### src/rtl/cmd_parser.sv
// cmd_parser
// Byte-stream command interpreter for a character-cell text display.
// Printable bytes become character writes at the cursor. CR, LF, BS, TAB
// and BEL act as terminal controls. ESC introduces cursor moves: A/B/C/D
// step the cursor, H homes it, and Y <row+0x20> <col+0x20> places it
// directly.
//
// Ports
//   clk            system clock
//   clr            asynchronous active-high reset
//   px_clk         half-rate pixel clock level; bytes are taken only while low
//   data, valid    incoming byte and its qualifier
//   ready          combinational accept, equal to ~px_clk
//   new_char       character to store at the current cursor cell
//   new_char_wen   one-clk write strobe for new_char
//   new_cursor_x   cursor column
//   new_cursor_y   cursor row
//   new_cursor_wen one-clk strobe, cursor position changed or was set
//   scroll         one-clk strobe, scroll screen up one line
//   bell           one-clk strobe, BEL received
module cmd_parser #(
  parameter int COLS     = 80,
  parameter int ROWS     = 24,
  parameter int COL_BITS = 7,
  parameter int ROW_BITS = 5
) (
  input  logic                clk,
  input  logic                clr,
  input  logic                px_clk,
  input  logic [7:0]          data,
  input  logic                valid,
  output logic                ready,
  output logic [7:0]          new_char,
  output logic                new_char_wen,
  output logic [COL_BITS-1:0] new_cursor_x,
  output logic [ROW_BITS-1:0] new_cursor_y,
  output logic                new_cursor_wen,
  output logic                scroll,
  output logic                bell
);

  typedef enum logic [1:0] {NORMAL, ESC, ESC_ROW, ESC_COL} state_t;

  localparam logic [COL_BITS-1:0] X_MAX = COL_BITS'(COLS - 1);
  localparam logic [ROW_BITS-1:0] Y_MAX = ROW_BITS'(ROWS - 1);

  state_t              state_q, state_d;
  logic [7:0]          char_q, char_d;
  logic [COL_BITS-1:0] x_q, x_d;
  logic [ROW_BITS-1:0] y_q, y_d;
  logic [7:0]          row_q, row_d;
  logic                char_wen_q, char_wen_d;
  logic                cur_wen_q, cur_wen_d;
  logic                scroll_q, scroll_d;
  logic                bell_q, bell_d;

  logic                accept;
  logic [7:0]          coord;
  logic [COL_BITS:0]   tab_sum;
  logic [COL_BITS-1:0] tab_x;

  // px_clk high blocks acceptance, so bytes arrive at most every other clk.
  assign ready  = ~px_clk;
  assign accept = ready & valid;

  // Y coordinates arrive offset by 0x20; bytes below 0x20 wrap to >= 0xE0,
  // which is always out of range.
  assign coord = data - 8'h20;

  // Next tab stop is the next multiple of 8, clamped to the last column.
  // One extra bit keeps (x|7)+1 from wrapping when COLS is a power of two.
  assign tab_sum = {1'b0, x_q | COL_BITS'(7)} + (COL_BITS + 1)'(1);
  assign tab_x   = (tab_sum > {1'b0, X_MAX}) ? X_MAX : tab_sum[COL_BITS-1:0];

  always_ff @(posedge clk or posedge clr) begin
    if (clr) begin
      state_q    <= NORMAL;
      char_q     <= '0;
      x_q        <= '0;
      y_q        <= '0;
      row_q      <= '0;
      char_wen_q <= 1'b0;
      cur_wen_q  <= 1'b0;
      scroll_q   <= 1'b0;
      bell_q     <= 1'b0;
    end else begin
      state_q    <= state_d;
      char_q     <= char_d;
      x_q        <= x_d;
      y_q        <= y_d;
      row_q      <= row_d;
      char_wen_q <= char_wen_d;
      cur_wen_q  <= cur_wen_d;
      scroll_q   <= scroll_d;
      bell_q     <= bell_d;
    end
  end

  always_comb begin
    state_d    = state_q;
    char_d     = char_q;
    x_d        = x_q;
    y_d        = y_q;
    row_d      = row_q;
    char_wen_d = 1'b0;
    cur_wen_d  = 1'b0;
    scroll_d   = 1'b0;
    bell_d     = 1'b0;

    if (accept) begin
      unique case (state_q)
        NORMAL: begin
          if (data >= 8'h20 && data <= 8'h7E) begin
            // The cursor parks on the last column rather than wrapping.
            char_d     = data;
            char_wen_d = 1'b1;
            if (x_q < X_MAX) begin
              x_d       = x_q + COL_BITS'(1);
              cur_wen_d = 1'b1;
            end
          end else begin
            case (data)
              8'h0D: begin
                x_d       = '0;
                cur_wen_d = (x_q != '0);
              end
              8'h0A: begin
                if (y_q < Y_MAX) begin
                  y_d       = y_q + ROW_BITS'(1);
                  cur_wen_d = 1'b1;
                end else begin
                  scroll_d = 1'b1;
                end
              end
              8'h08: begin
                if (x_q != '0) begin
                  x_d       = x_q - COL_BITS'(1);
                  cur_wen_d = 1'b1;
                end
              end
              8'h09: begin
                x_d       = tab_x;
                cur_wen_d = (tab_x != x_q);
              end
              8'h07: bell_d = 1'b1;
              8'h1B: state_d = ESC;
              default: ;
            endcase
          end
        end

        ESC: begin
          state_d = NORMAL;
          case (data)
            8'h41: if (y_q != '0) begin
              y_d       = y_q - ROW_BITS'(1);
              cur_wen_d = 1'b1;
            end
            8'h42: if (y_q < Y_MAX) begin
              y_d       = y_q + ROW_BITS'(1);
              cur_wen_d = 1'b1;
            end
            8'h43: if (x_q < X_MAX) begin
              x_d       = x_q + COL_BITS'(1);
              cur_wen_d = 1'b1;
            end
            8'h44: if (x_q != '0) begin
              x_d       = x_q - COL_BITS'(1);
              cur_wen_d = 1'b1;
            end
            8'h48: begin
              x_d       = '0;
              y_d       = '0;
              cur_wen_d = 1'b1;
            end
            8'h59: state_d = ESC_ROW;
            8'h1B: state_d = ESC;
            default: ;
          endcase
        end

        ESC_ROW: begin
          row_d   = coord;
          state_d = ESC_COL;
        end

        ESC_COL: begin
          // Out-of-range coordinates leave that axis alone but still strobe.
          if (32'(row_q) < ROWS) y_d = ROW_BITS'(row_q);
          if (32'(coord) < COLS) x_d = COL_BITS'(coord);
          cur_wen_d = 1'b1;
          state_d   = NORMAL;
        end
      endcase
    end
  end

  assign new_char       = char_q;
  assign new_char_wen   = char_wen_q;
  assign new_cursor_x   = x_q;
  assign new_cursor_y   = y_q;
  assign new_cursor_wen = cur_wen_q;
  assign scroll         = scroll_q;
  assign bell           = bell_q;

endmodule

### config.mk
export PLATFORM = sky130hd
export DESIGN_NAME = cmd_parser
export DESIGN_NICKNAME = d
export VERILOG_FILES = /design/src/rtl/cmd_parser.sv
export SDC_FILE = /design/constraint.sdc
export NUM_CORES = 1
export LEC_CHECK = 0
export CORE_ASPECT_RATIO = 0.5
export CORE_MARGIN = 2
export CORE_UTILIZATION = 52
export CTS_BUF_LIST = sky130_fd_sc_hd__clkbuf_8
export DETAILED_ROUTE_END_ITERATION = 8
export HOLD_SLACK_MARGIN = 0.15
export PLACE_DENSITY = 0.87
export SYNTH_ARGS = -nofsm -noshare
export SYNTH_HDL_FRONTEND = slang
export SYNTH_SLANG_ARGS = --single-unit
### constraint.sdc
create_clock -name clk -period 2.3 [get_ports clk]
set_input_delay 0.345 -clock clk [delete_from_list [all_inputs] [get_ports clk]]
set_output_delay 0.345 -clock clk [all_outputs]
set_load 0.02 [all_outputs]
# Yosys cells after proc, flatten, opt, wreduce, memory -nomap -nowiden
# Cells that the tools add are included.
[op_classes] addsub=6 n_lt_le_gt_ge=7 n_eq_ne=25 mux=40 n_bitwise=2 n_reduce_logical=10
[ops] op="7-bit case mux with 3 select lines" count=3
[ops] op="8-bit by 7-bit == test with 1-bit output, second input constant" count=6
[ops] op="7-bit 2-to-1 mux" count=5
[ops] op="8-bit by 4-bit == test with 1-bit output, second input constant" count=4
[ops] op="5-bit case mux with 3 select lines" count=2
[ops] op="5-bit 2-to-1 mux" count=5
[ops] op="1-bit 2-to-1 mux" count=18
[ops] op="7-bit by 1-bit adder with 8-bit output, second input constant" count=1
[ops] op="8-bit by 3-bit == test with 1-bit output, second input constant" count=1
[ops] op="8-bit by 5-bit == test with 1-bit output, second input constant" count=1
[ops] op="8-bit by 6-bit >= comparator with 1-bit output, second input constant" count=1
[ops] op="8-bit by 7-bit > comparator with 1-bit output, second input constant" count=1
[ops] op="8-bit by 7-bit <= comparator with 1-bit output, second input constant" count=1
[ops] op="8-bit by 5-bit less-than comparator with 1-bit output, second input constant" count=1
[ops] op="8-bit by 7-bit less-than comparator with 1-bit output, second input constant" count=1
[ops] op="2-bit inequality test, second input constant" count=4
[ops] op="2-bit case mux with 4 select lines" count=1
[ops] op="8-bit by 6-bit subtractor with 8-bit output, second input constant" count=1
[ops] op="7-bit by 1-bit adder with 7-bit output, second input constant" count=1
[ops] op="7-bit less-than comparator, second input constant" count=1
[ops] op="7-bit inequality test" count=1
[ops] op="7-bit AND reduction" count=1
[ops] op="7-bit nonzero test" count=1
[ops] op="7-bit by 1-bit subtractor with 7-bit output, second input constant" count=1
[ops] op="24 further kinds" count=27
[totals] ff_bits=34 input_bits=12

# Logic depth before layout (Yosys ltp)
# Gate-level depths: netlist (run 1).
[depth] ltp_word=8 depth_mapped=9 mapped_depth_nobuf=8

# Worst setup path after synthesis (run 1)
# No wires, ideal clock.
[synth_path] path_kind="register to register" from="register y_q[0], in the netlist new_cursor_y[0]" to="register y_q[0], in the netlist new_cursor_y[0]" setup_ns=0.104 t_arrival_ns=2.496 slack_ns=-0.300 stages_incl_launch_ff=10 synth_period_minus_slack_ns=2.600 cell_sequence="dfrtp_1 -> inv_1 -> ha_1 -> nor4b_1 -> o32ai_1 -> a21oi_2 -> or4_4 -> buf_6 -> or4_1 -> o311ai_1"
[synth_via] elab_chain_cells=5 word_cells_on_any_way=12
[synth_lines] item="start: declaration" line_no="50" source="logic [ROW_BITS-1:0] y_q, y_d;"
[synth_lines] item="start signal: assignment" line_no="90" source="y_q <= y_d;"
[synth_lines] item="5-bit by 1-bit adder with 5-bit output / 5-bit less-than comparator (equally long branches)"
[synth_lines] item="5-bit 2-to-1 mux" line_no="128, 159"
[synth_lines] item="5-bit 2-to-1 mux" line_no="122" source="case (data)"
[synth_lines] item="5-bit 2-to-1 mux" line_no="113" source="if (data >= 8'h20 && data <= 8'h7E) begin"
[synth_lines] item="5-bit case mux with 3 select lines" line_no="111" source="unique case (state_q)"
# Parallel ways exist; a longest one is shown, timed or not. The select of a mux whose other input is x is not followed.
# A chain may end at the register's enable or synchronous reset.

# Final worst setup path (run 1)
[layout_path] from="input port data[6]" to="register y_q[0], in the netlist new_cursor_y[0]"
[layout_via] elab_chain_cells=4 word_cells_on_any_way=14
[layout_lines] item="start: declaration" line_no="30" source="input logic [7:0] data,"
[layout_lines] item="8-bit by 6-bit >= comparator with 1-bit output / 8-bit by 7-bit <= comparator with 1-bit output (equally long branches)" line_no="113"
[layout_lines] item="1-bit logical AND" line_no="113"
[layout_lines] item="2-bit inequality test (no line)"
[layout_lines] item="7-bit AND reduction (no line)"
# Parallel ways exist; a longest one is shown, timed or not.

==> impl_metrics.env, run 1 <==
export IMPL_setup_viol=2
export IMPL_clock_fmax_mhz=430
export IMPL_synth_nets=382
export IMPL_period_share_pct=101
export IMPL_violations="setup timing"
export IMPL_hold_class="primary input to asynchronous set/reset pin"
export IMPL_netlist_cell_type_count=68
export IMPL_setup_ws_ns=-0.0251
export IMPL_n_fill_cell=334
export IMPL_route_detailed_drc=0
export IMPL_place_congestion=0.982
export IMPL_cts_root_buf="clkbuf_8"
export IMPL_die_area_sq_um=6220
export IMPL_grt_pass1_vias=3497
export IMPL_combPwrFrac_pct=46.6
export IMPL_path_clk_slew_ns=0.09
export IMPL_slowest_stage="or4_4"
export IMPL_ys_ff_latch=34
export IMPL_layout_common_cells="buf_4 (86), nand2_1 (37), dfrtp_1 (31)"
export IMPL_final_cells=542
export IMPL_routed_via_count=3713
export IMPL_cp_top_family="simple AND/OR/NAND/NOR gates"
export IMPL_drtPass1Iterations=9
export IMPL_seq_power_share_pct=27.4
export IMPL_skew_ns=0.0122
export IMPL_swShare_pct=37.5
export IMPL_power_share_clock_pct=26.1
export IMPL_route_met2_wl_um=5280
export IMPL_antenna_found_initial=0
export IMPL_ctsHoldBuffers=0
export IMPL_grt_max_degree=23
export IMPL_slew_headroom_pct=54.7
export IMPL_max_vdd_ir_drop_mv=0.495
export IMPL_synth_edf_count=0
export IMPL_syn_avg_cell_area_sq_um=8.02
export IMPL_totalWireLength_um=12200
export IMPL_place_hpwl_um=8040
export IMPL_drive_gt1_share_pct=32.4
export IMPL_synthArstFlopShare_pct=100
export IMPL_p_leak_nw=1.82
export IMPL_wl_met1_um=4680
export IMPL_critPathMostFrequentCell="or4_4"
export IMPL_synth_flop_cell="dfrtp_1"
export IMPL_p_int_mw=1.68
export IMPL_crit_required_ns=2.50
export IMPL_fin_crit_ns=2.33
export IMPL_final_hold_viol_count=0
export IMPL_final_common_cell="buf_4"
export IMPL_drt_initial_drc_count=611
export IMPL_cpPeakStageDelay_ns=0.53
export IMPL_nets=489
export IMPL_power_density_nw_per_um2=633
export IMPL_wl_per_cell_um=22.4
export IMPL_viasPerCell=6.85
export IMPL_cp_max_fo=5
export IMPL_wl_met3_um=1520
export IMPL_worst_pin_slew_ns=0.679
export IMPL_tns_ns=-0.0377
export IMPL_slew_viol_final=0
export IMPL_grtUsageTotal_pct=37.7
export IMPL_ys_seq_area_share_pct=29.4
export IMPL_maxCapViolCount=0
export IMPL_drtAntennaViolNets=0
export IMPL_grt_setup_unrepaired="true"
export IMPL_initial_core_util_pct=53.4
export IMPL_status="finished with violations"
export IMPL_ios=37
export IMPL_cts_buffer_depth=2
export IMPL_worst_path_buf_inv=2
export IMPL_cts_htree_levels=2
export IMPL_top_layer="met4"
export IMPL_die_height_um=56.8
export IMPL_rows=19
export IMPL_io_buffers=36
export IMPL_dp_cells=525
export IMPL_n_antenna_cell=0
export IMPL_cp_end_kind="flop"
export IMPL_grt_ovfl_total=0
export IMPL_area_growth_pct=46.9
export IMPL_arrival_ns=2.52
export IMPL_synthCells=361
export IMPL_clock_sinks=34
export IMPL_die_width_um=110
export IMPL_cts_tree="yes"
export IMPL_worstSetupPathType="primary input to flop"
export IMPL_coreArea_sq_um=5420
export IMPL_path_cells="clkdlybuf4s15_2, buf_4, nor4_4, nand3_1, o21a_1, or4_4, or4_4, o311ai_2"
export IMPL_p_switching_mw=1.01
export IMPL_cts_buffers_inserted=5
export IMPL_synth_warnings=0
export IMPL_clock_latency_ns=0.30
export IMPL_multi_input_area_sq_um=2020
export IMPL_start_kind="primary input"
export IMPL_grt_pass1_wl_um=18000
export IMPL_fin_hold_ws_ns=0.438
export IMPL_netlist_area_sq_um=2900
export IMPL_final_seq_area_sq_um=855
-- stage by stage --
stage	area, sq um	utilization (%)	power [mW]	setup slack, ns
3_5_place_dp	3870	71.4	1.89	-0.577
5_1_grt	4250	78.5	2.80	-0.0576
4_1_cts	4120	76.1	2.60	0.00589
3_3_place_gp	3870	71.4	1.85	-0.539
6_report	4250	78.5	2.69	-0.0251
2_1_floorplan	2920	-	1.38	-0.170
-- cell type report --
class | instances | area share (%)
Clock inverter | 3 | 1.62
Multi-Input combinational cell | 281 | 47.4
Tap cell | 73 | 2.15
Sequential cell | 34 | 20.1
Inverter | 17 | 1.50
Clock buffer | 5 | 1.62
Timing Repair Buffer | 129 | 25.6
-- sequential cells by signal (all words and copies together), names as in the netlist, named ones only --
name            cells
bell                1
new_char            8
new_char_wen        1
new_cursor_wen      1
new_cursor_x        7
new_cursor_y        5
row_q               8
scroll              1
state_q             1
-- cells in the mapped netlist (all sizes together), types with 3 or more instances --
| library cell | number | share of area, % |
|---|---|---|
| a211oi | 7 | 1.8 |
| a21oi | 21 | 3.8 |
| a31oi | 4 | 0.86 |
| and3 | 7 | 1.5 |
| buf | 7 | 1.8 |
| clkbuf | 22 | 2.9 |
| dfrtp | 34 | 29 |
| ha | 9 | 3.9 |
| inv | 17 | 2.2 |
| mux2 | 7 | 2.7 |
| mux2i | 4 | 1.4 |
| nand2 | 37 | 4.8 |
| nand2b | 5 | 1.1 |
| nand3 | 12 | 2.1 |
| nor2 | 15 | 2.5 |
| nor2b | 4 | 0.86 |
| nor3 | 17 | 2.9 |
| nor4 | 8 | 1.9 |
| nor4b | 6 | 1.8 |
| o21a | 4 | 1.0 |
| o21ai | 31 | 5.4 |
| o21bai | 3 | 0.78 |
| o221ai | 3 | 0.91 |
| o22ai | 5 | 1.1 |
| o311ai | 3 | 0.91 |
| o32ai | 3 | 0.91 |
| or2 | 5 | 1.1 |
| or3 | 3 | 0.65 |
| or4 | 4 | 1.2 |
| xnor2 | 8 | 2.4 |
-- power groups by stage --
stage          sequential [mW]  clock (mW)  combinational [mW]
3_3_place_gp             0.737           0                1.11
5_1_grt                  0.748       0.723                1.33
4_1_cts                  0.734       0.697                1.17
3_5_place_dp             0.741           0                1.15
6_report                 0.738       0.702                1.25
2_1_floorplan            0.835           0               0.549
-- path summary, 6_finish.rpt --
kind	startpoint	end	slack [ns]	depth (start not counted)
min in group clk	row_q[2]$_DFFE_PP0P_	row_q[2]$_DFFE_PP0P_	0.48	2
min reg2reg	row_q[2]$_DFFE_PP0P_	row_q[2]$_DFFE_PP0P_	0.48	2
max	data[6]	new_cursor_y[0]$_DFFE_PP0P_	-0.03	8
min	clr	row_q[1]$_DFFE_PP0P_	0.44	2
max in group asynchronous	clr	new_cursor_x[5]$_DFFE_PP0P_	1.28	3
max reg2reg	new_cursor_y[0]$_DFFE_PP0P_	new_cursor_y[0]$_DFFE_PP0P_	0.04	8
-- metal layers --
metal	GRT usage [%]	up-vias
met5	0	-
met4	17.7	0
met3	7.55	90
met2	58.4	328
met1	50.5	1726
li1	-	1569
-- logic make-up after synthesis --
kind of cell               Yosys count  synth area share, %
and+or+nand+nor                    134                 25.4
AOI/OAI and AO/OA                  117                 27.4
buffers and inverters               46                 6.83
DFF                                 34                 29.4
muxes                               11                 4.10
xor gates and xnor gates            10                 3.02
adders and majority gates            9                 3.89
-- what timing repair did --
item	4_1_cts	5_1_grt
buffers inserted	6	3
pin swaps	10	10
gates resized for setup	29	26
setup endpoints to repair	13	11
(Power assumes the default switching activity.)
==> inputs of run 2 (changes only) <==
--- a/config.mk
+++ b/config.mk
@@ -5,9 +5,11 @@
 export SDC_FILE = /design/constraint.sdc
 export NUM_CORES = 1
 export LEC_CHECK = 0
+export CELL_PAD_IN_SITES_DETAIL_PLACEMENT = 1
+export CELL_PAD_IN_SITES_GLOBAL_PLACEMENT = 1
 export CORE_ASPECT_RATIO = 0.5
 export CORE_MARGIN = 2
-export CORE_UTILIZATION = 52
+export CORE_UTILIZATION = 39
 export CTS_BUF_LIST = sky130_fd_sc_hd__clkbuf_8
 export DETAILED_ROUTE_END_ITERATION = 8
 export HOLD_SLACK_MARGIN = 0.15
==> impl_metrics.env, run 2 (synthesized netlist as in run 1, its figures left out) <==
export IMPL_dp_cells=545
export IMPL_cpPeakStageDelay_ns=0.48
export IMPL_cts_buffer_depth=2
export IMPL_slowest_stage="or4b_4"
export IMPL_clock_fmax_mhz=448
export IMPL_status="complete, no violations"
export IMPL_setup_viol=0
export IMPL_max_vdd_ir_drop_mv=0.264
export IMPL_cts_tree="yes"
export IMPL_final_cells=558
export IMPL_drt_initial_drc_count=268
export IMPL_path_cells="clkdlybuf4s15_1, or4b_4, buf_6, buf_4, nor4_2, buf_4, a21oi_1, mux2i_1, o311ai_2, a2bb2oi_1"
export IMPL_slew_viol_final=0
export IMPL_cp_startpoint="data[4]"
export IMPL_cp_end_kind="flop"
export IMPL_arrival_ns=2.45
export IMPL_maxCapViolCount=0
export IMPL_area_growth_pct=44.2
export IMPL_post_route_util_pct=57.5
export IMPL_cts_root_buf="clkbuf_8"
export IMPL_die_width_um=126
export IMPL_p_leak_nw=1.76
export IMPL_routed_via_count=3392
export IMPL_cp_max_fo=6
export IMPL_crit_required_ns=2.52
export IMPL_grt_pass1_vias=3662
export IMPL_fin_crit_ns=2.23
export IMPL_fin_hold_ws_ns=0.391
export IMPL_slew_headroom_pct=55.9
export IMPL_n_antenna_cell=0
export IMPL_n_fill_cell=887
export IMPL_critPathMostFrequentCell="buf_4"
export IMPL_start_kind="primary input"
export IMPL_place_hpwl_um=9360
export IMPL_drive_gt1_share_pct=31.8
export IMPL_worst_path_buf_inv=4
export IMPL_min_from="data[5]"
export IMPL_grt_pass1_wl_um=20100
export IMPL_period_share_pct=97.0
export IMPL_die_height_um=64.9
export IMPL_worst_pin_slew_ns=0.661
export IMPL_grt_ovfl_total=0
export IMPL_route_detailed_drc=0
export IMPL_skew_ns=0.00689
export IMPL_cp_top_family="simple AND/OR/NAND/NOR gates"
export IMPL_final_area_sq_um=4180
export IMPL_placed_cell_area_sq_um=3890
export IMPL_coreArea_sq_um=7270
export IMPL_totalWireLength_um=12500
export IMPL_clock_latency_ns=0.29
export IMPL_drtAntennaViolNets=0
export IMPL_hold_class="primary input to flop"
export IMPL_final_hold_viol_count=0
export IMPL_clock_sinks=34
export IMPL_viasPerCell=6.08
export IMPL_antenna_found_initial=0
export IMPL_worstSetupPathType="primary input to flop"
export IMPL_place_congestion=0.952
export IMPL_layout_common_cells="buf_4 (82), nand2_1 (37), dfrtp_1 (30)"
export IMPL_path_clk_slew_ns=0.07
export IMPL_preCtsSetupSlack_ns=-0.720
export IMPL_cts_buffers_inserted=5
export IMPL_final_seq_area_sq_um=856
export IMPL_grt_max_degree=30
export IMPL_drtPass1Iterations=4
export IMPL_multi_input_area_sq_um=2020
export IMPL_final_common_cell="buf_4"
export IMPL_rows=22
export IMPL_cts_htree_levels=2
export IMPL_initial_core_util_pct=39.9
export IMPL_nets=482
export IMPL_ios=37
export IMPL_setup_ws_ns=0.0685
export IMPL_r2r_start="new_cursor_y[0]$_DFFE_PP0P_"
export IMPL_ctsHoldBuffers=0
export IMPL_grtUsageTotal_pct=31.5
export IMPL_die_area_sq_um=8170
export IMPL_io_buffers=36
export IMPL_power_density_nw_per_um2=595
export IMPL_wl_per_cell_um=22.4
==> run 2: changes by cell type in the layout (fill, tap and decap cells not counted), moves of 2 or more <==
cell       previous run  this run
buf_4                86        82
buf_2                 0         3
buf_6                 5         2
bufinv_16             2         0
clkbuf_2              2         0
ha_1                  8         6
ha_4                  0         2
inv_2                 1         3
o21ai_0              24        26
o21ai_1               7         5
==> run 2: final timing paths <==
kind | to | slack [ns] | depth (start not counted)
min | row_q[5]$_DFFE_PP0P_ | 0.39 | 3
min in group asynchronous | new_cursor_y[2]$_DFFE_PP0P_ | 0.45 | 2
max in group asynchronous | row_q[0]$_DFFE_PP0P_ | 1.31 | 3
max reg2reg | new_cursor_y[0]$_DFFE_PP0P_ | 0.09 | 8
min reg2reg | row_q[2]$_DFFE_PP0P_ | 0.48 | 2
max | new_cursor_y[4]$_DFFE_PP0P_ | 0.07 | 10
==> run 2: through the flow <==
step           TNS [ns]  total power [mW]
6_report              0              2.48
4_1_cts               0              2.44
3_5_place_dp      -7.63              1.92
5_1_grt         -0.0259              2.62
3_3_place_gp      -6.53              1.85
2_1_floorplan    -0.170              1.38
==> run 2: cell type report <==
class	instances	area share [%]
well taps	96	2.88
multi-input cells	281	48.4
clock buffers	6	1.98
clock inverters	2	0.210
flip-flops and latches	34	20.5
inverters	17	1.53
repair buffers	122	24.5
==> run 2: worst reg2reg max path: stages (launching register included) <==
cell      delay [ns]
dfrtp_2         0.38
inv_2           0.05
ha_4            0.15
nor4b_4         0.13
o32ai_2         0.27
a21oi_2         0.09
or4_4           0.50
or4_4           0.43
o311ai_2        0.10
==> run 2: where the power goes <==
group,switching (mW),total [mW],leakage [nW],internal (mW)
registers,0.0720,0.747,0.432,0.675
logic,0.690,1.26,1.28,0.570
clock network,0.240,0.477,0.0524,0.238
total,1.00,2.48,1.76,1.48
==> run 2: what timing repair did <==
action	CTS	global route
setup endpoints to repair	13	10
gates cloned	0	0
gates resized for setup	41	14
setup buffers	4	1
pin swaps	9	8
==> run 2: routing by layer <==
layer	share of wire (%)	global-route usage, %	up-vias	wire, um
met3	5.6	5.53	34	703
li1	-	-	1547	-
met2	48	52.6	116	6020
met5	0	0	-	0
met4	2.7	14.0	0	343
met1	43	40.5	1695	5410
